--- src/rtl/mul_pkg.sv ---
// Shared types and constants for the multiplier issue controller.
// Stage records carry everything a response needs, so the output side needs no extra decode.
package mul_pkg;

    localparam int MUL_N_DEFAULT   = 32;
    localparam int MUL_LAT_DEFAULT = 2;

    typedef struct packed {
        logic z;
        logic c;
        logic v;
        logic n;
    } mul_flags_t;

    typedef enum logic {
        TAG_REQ0 = 1'b0,
        TAG_REQ1 = 1'b1
    } mul_tag_t;

    // Result field is sized for the default operand width; the top is built with N = MUL_N_DEFAULT.
    typedef struct packed {
        logic                     valid;
        mul_tag_t                 tag;
        logic [MUL_N_DEFAULT-1:0] result;
        mul_flags_t               flags;
    } mul_stage_t;

endpackage

--- src/rtl/multiplicator.sv ---
// Combinational N x N multiplier returning the low N bits and {z,c,v,n} flags.
// c: unsigned product overflows N bits; v: signed product overflows N bits.
module multiplicator #(
    parameter int N = 32
) (
    input  logic [N-1:0] a,
    input  logic [N-1:0] b,
    output logic [N-1:0] result,
    output logic [3:0]   flags
);

    logic [2*N-1:0] prod_u;
    logic [N-1:0]   hi_s;
    logic           z, c, v, n;

    assign prod_u = {{N{1'b0}}, a} * {{N{1'b0}}, b};
    assign result = prod_u[N-1:0];

    // Signed high half derived from the unsigned one; the low half is identical for both.
    assign hi_s = prod_u[2*N-1:N] - (a[N-1] ? b : '0) - (b[N-1] ? a : '0);

    assign z = (result == '0);
    assign c = |prod_u[2*N-1:N];
    assign v = (hi_s != {N{result[N-1]}});
    assign n = result[N-1];

    assign flags = {z, c, v, n};

endmodule

--- src/rtl/rr_arbiter2.sv ---
// Two-requester round-robin arbiter with a one-hot grant.
// The pointer moves to the loser after every transfer and holds otherwise.
module rr_arbiter2 (
    input  logic       clk,
    input  logic       rst_n,
    input  logic [1:0] req,
    input  logic       en,
    output logic [1:0] grant,
    output logic       sel
);

    logic       prio_reg;
    logic [1:0] grant_raw;

    always_comb begin
        grant_raw = req;
        if (req == 2'b11) begin
            grant_raw = prio_reg ? 2'b10 : 2'b01;
        end
    end

    // sel ignores en so flush/reset never sit on the operand-mux select path.
    assign sel   = grant_raw[1];
    assign grant = en ? grant_raw : 2'b00;

    always_ff @(posedge clk or negedge rst_n) begin
        if (!rst_n) begin
            prio_reg <= 1'b0;
        end else if (|grant) begin
            prio_reg <= grant[0];
        end
    end

endmodule

--- src/rtl/mul_issue_ctrl.sv ---
// Shares one multiplicator between two requesters: round-robin issue, LAT result stages,
// tagged responses, and a flush that squashes everything in flight.
module mul_issue_ctrl
    import mul_pkg::*;
#(
    parameter int N   = MUL_N_DEFAULT,
    parameter int LAT = MUL_LAT_DEFAULT
) (
    input  logic         clk,
    input  logic         rst_n,
    input  logic         flush,
    input  logic         req0_valid,
    output logic         req0_ready,
    input  logic [N-1:0] req0_a,
    input  logic [N-1:0] req0_b,
    input  logic         req1_valid,
    output logic         req1_ready,
    input  logic [N-1:0] req1_a,
    input  logic [N-1:0] req1_b,
    output logic         resp0_valid,
    output logic         resp1_valid,
    output logic [N-1:0] resp_result,
    output logic [3:0]   resp_flags,
    output logic         busy
);

    logic [1:0]   grant;
    logic         sel;
    logic         accept_en;
    logic         transfer;
    logic [N-1:0] op_a, op_b;
    logic [N-1:0] mul_result;
    logic [3:0]   mul_flags;
    logic [LAT:1] stage_valid;
    mul_stage_t   last_stage;

    assign accept_en = ~flush & rst_n;

    rr_arbiter2 u_arb (
        .clk   (clk),
        .rst_n (rst_n),
        .req   ({req1_valid, req0_valid}),
        .en    (accept_en),
        .grant (grant),
        .sel   (sel)
    );

    assign req0_ready = grant[0];
    assign req1_ready = grant[1];
    assign transfer   = |grant;

    assign op_a = sel ? req1_a : req0_a;
    assign op_b = sel ? req1_b : req0_b;

    multiplicator #(N) u_mul (
        .a      (op_a),
        .b      (op_b),
        .result (mul_result),
        .flags  (mul_flags)
    );

    genvar gi;
    generate
        for (gi = 1; gi <= LAT; gi++) begin : g_stage
            mul_stage_t stage_reg;
            mul_stage_t stage_in;
            logic       load;

            if (gi == 1) begin : g_head
                assign load     = transfer;
                assign stage_in = '{valid:  1'b1,
                                    tag:    (sel ? TAG_REQ1 : TAG_REQ0),
                                    result: mul_result,
                                    flags:  mul_flags_t'(mul_flags)};
            end else begin : g_tail
                assign load     = g_stage[gi-1].stage_reg.valid;
                assign stage_in = g_stage[gi-1].stage_reg;
            end

            // Data only moves with a valid op, so the output bus holds its last answer when idle.
            always_ff @(posedge clk or negedge rst_n) begin
                if (!rst_n) begin
                    stage_reg <= '0;
                end else if (flush) begin
                    stage_reg.valid <= 1'b0;
                end else if (load) begin
                    stage_reg <= stage_in;
                end else begin
                    stage_reg.valid <= 1'b0;
                end
            end

            assign stage_valid[gi] = stage_reg.valid;
        end
    endgenerate

    assign last_stage  = g_stage[LAT].stage_reg;
    assign resp0_valid = last_stage.valid && (last_stage.tag == TAG_REQ0);
    assign resp1_valid = last_stage.valid && (last_stage.tag == TAG_REQ1);
    assign resp_result = last_stage.result;
    assign resp_flags  = last_stage.flags;
    assign busy        = |stage_valid;

endmodule

--- config.mk ---
export PLATFORM = sky130hd
export DESIGN_NAME = mul_issue_ctrl
export DESIGN_NICKNAME = d
export VERILOG_FILES = /design/src/rtl/mul_pkg.sv /design/src/rtl/multiplicator.sv /design/src/rtl/rr_arbiter2.sv /design/src/rtl/mul_issue_ctrl.sv
export SDC_FILE = /design/constraint.sdc
export NUM_CORES = 2
export LEC_CHECK = 0
export CAP_MARGIN = 20
export CORE_ASPECT_RATIO = 2
export CORE_MARGIN = 4
export CORE_UTILIZATION = 43
export CTS_CLUSTER_DIAMETER = 60
export DETAILED_ROUTE_END_ITERATION = 10
export GPL_TIMING_DRIVEN = 0
export SYNTH_ARGS = -nofsm -noshare
export SYNTH_HDL_FRONTEND = slang
export SYNTH_SLANG_ARGS = --single-unit
--- constraint.sdc ---
create_clock -name clk -period 36.2 [get_ports clk]
set_input_delay 3.62 -clock clk [delete_from_list [all_inputs] [get_ports clk]]
set_output_delay 3.62 -clock clk [all_outputs]
set_load 0.1 [all_outputs]
==> results.json <==
{
  "drive_gt1_share_pct": 5.84,
  "hpwl_um": 168000,
  "drt_first_pass_iters": 6,
  "fin_crit_ns": 19.67,
  "min_path_type": "reg2reg",
  "critPathMaxFanout": 10,
  "setup-tns-final_ns": 0,
  "setup_viol": 0,
  "max_stage_delay_ns": 0.89,
  "synth_seq_cells": 75,
  "synth_top_family_by_area": "adder cells",
  "io_buffers": 173,
  "area_delta_synth_final_pct": 10.9,
  "cp.arrival_ns": 19.85,
  "synth_nets": 5744,
  "die_width_um": 221,
  "cts-buffers-inserted": 9,
  "final_cell_mix": "fa_1, inv_1, nor2_1",
  "fp.dieArea_um2": 96100,
  "syn-cell-area_um2": 39100,
  "postCtsSetupBuffers": 0,
  "ctsResizeCount": 0,
  "drc": 0,
  "synth-adder-area-share_pct": 56.8,
  "end_kind": "flop",
  "rsz0062_at_grt": "no",
  "clk_path_buf_depth": 2,
  "wirelength_um": 197000,
  "rows": 156,
  "postCtsHoldBufs": 0,
  "clk_pin_slew_ns": 0.07,
  "start_util_pct": 43.3,
  "start_kind": "input pin",
  "tritoncts": "done",
  "crit_slowest_cell": "clkbuf_1",
  "yosys.area_share.simple_pct": 14.8,
  "viasPerCell": 5.88,
  "worst_pin_slew_ns": 1.28,
  "grt_overflow": 0,
  "first_global_vias": 37300,
  "mostFrequentLayoutCell": "fa_1",
  "synth_cell_types": 79,
  "final.period_utilization_pct": 54.3,
  "ys_seq_area_share_pct": 4.80,
  "worst_ep_required_time_ns": 36.38,
  "synth_async_sr_flop_share_pct": 100,
  "hold_viol_final": 0,
  "dpl.cell_count": 5784,
  "synth-xor-area-share_pct": 1.87,
  "grt_pass1_wl_um": 270000,
  "ioPinCount": 174,
  "crit_type": "in2reg",
  "final_cells": 5815,
  "vias": 34200,
  "h-tree-depth": 3,
  "muxShareOfSynthArea_pct": 4.90,
  "maxSlewViolCount": 0,
  "drtIter0Drc": 2555,
  "path_buf_inv": 16,
  "max_slew_margin_pct": 14.3,
  "synth_flop_cell": "dfrtp_1",
  "max_freq_ghz": 0.0508,
  "path_common_cell": "fa_1",
  "antenna_found_initial": 8,
  "ys.warnings.count": 0,
  "status": "completed",
  "largest_reg_flops": 38,
  "cts_sinks": 75,
  "root_buffer": "clkbuf_16",
  "antenna_left": 0,
  "core_area_um2": 90400,
  "num-nets-final": 5974,
  "insertion_delay_ns": 0.33,
  "hold_slack_ns": 0.470,
  "die_h_um": 434,
  "cp_top_family": "compound AO/OA/AOI/OAI gates",
  "fin_skew_ns": 0.00930,
  "grt_util_all_layers_pct": 40.7,
  "synth-compound-area-share_pct": 6.17,
  "netlist_instances": 4390,
  "place.gp.congestion": 1.08,
  "route.detailed.wl_per_inst_um": 33.8,
  "maxCapViolCount": 0,
  "grt_max_degree": 75,
  "syn_area_per_cell_um2": 8.91,
  "synth_edf_count": 0
}
## logic make-up (layout without fill, tap and decap cells)
kind of cell | count (synthesis) | after routing
DFF | 75 | 75
AOI/OAI and AO/OA | 363 | 363
and+or+nand+nor | 1406 | 1406
other | 0 | 5
xor gates and xnor gates | 82 | 82
adders and majority gates | 1221 | 1221
muxes | 178 | 178
buffers and inverters | 1065 | 1300
## synth_stat cells (5+ instances only)
master / number / area, um2
o211ai_1: 12 / 90.1
or2_2: 8 / 50.1
o21ai_0: 64 / 320
buf_1: 17 / 63.8
nand3_1: 28 / 140
clkbuf_1: 169 / 634
and2_1: 15 / 93.8
nor3_1: 21 / 105
a2111oi_0: 5 / 43.8
xor2_1: 34 / 298
o31ai_1: 7 / 52.6
inv_1: 834 / 3130
o21bai_1: 14 / 105
nand2b_1: 14 / 87.6
or3_1: 7 / 43.8
xnor2_1: 47 / 412
nor4_1: 9 / 56.3
nor2_1: 646 / 2420
dfrtp_1: 75 / 1880
a21boi_0: 6 / 45.0
o21ai_1: 6 / 30.0
nor2b_1: 12 / 75.1
mux2i_1: 70 / 701
nand4_1: 26 / 163
o2111ai_1: 6 / 52.6
o21a_1: 13 / 97.6
buf_4: 38 / 285
and3_1: 15 / 93.8
a221o_1: 5 / 50.1
nand2_1: 570 / 2140
mux2_2: 108 / 1220
a31oi_1: 12 / 75.1
a211oi_1: 8 / 60.1
a21oi_1: 107 / 536
nand3b_1: 6 / 45.0
ha_1: 295 / 3690
buf_2: 5 / 25.0
a21o_1: 57 / 428
a221oi_1: 5 / 43.8
fa_1: 926 / 18500
## through the flow
stage               setup slack [ns]  util (%)  cell area, um2
global route                   15.81      48.0           43400
detailed placement             16.49      47.5           42900
finish                         16.53      48.0           43400
global placement               15.59      46.8           42300
CTS                            16.79      47.8           43200
floorplan                      20.83         -           39100
## per-layer routing
metal  track usage [%]  routed length, um
met1              36.9              55400
met5                 0                 27
met4              48.3              31800
met3              7.34              13000
met2              70.3              96600
## worst min-delay path: cells and delay by family (launching register included)
kind             cells  cell delay, ns
and+or+nand+nor      2            0.10
DFF                  1            0.34
## worst paths after layout
path / endpoint / slack, ns / startpoint / cells past startpoint
setup reg to reg: g_stage[1].stage_reg[1] / 19.99 / u_arb.prio_reg / 49
hold / removal: g_stage[1].stage_reg[8] / 0.47 / g_stage[1].stage_reg[8] / 2
max in group asynchronous: g_stage[1].stage_reg[30] / 32.57 / rst_n / 2
hold reg to reg: g_stage[1].stage_reg[8] / 0.47 / g_stage[1].stage_reg[8] / 2
setup / recovery: g_stage[1].stage_reg[1] / 16.53 / req0_valid / 51
min in group asynchronous: resp_result[16] / 3.08 / rst_n / 1
## final cells by class
| type | count | area [um2] |
|---|---|---|
| diodes | 5 | 12.5 |
| plain buffers | 231 | 1040 |
| clock buffers | 10 | 239 |
| clock inverters | 6 | 72.6 |
| fillers | 9062 | 47000 |
| inverters | 834 | 3130 |
| multi-input cells | 3250 | 33200 |
| flip-flops and latches | 75 | 1880 |
| well taps | 1185 | 1480 |
| repair buffers | 219 | 2340 |
Power is not shown: default switching activity piles up to over one toggle a cycle in this logic, so the estimate is an artifact.
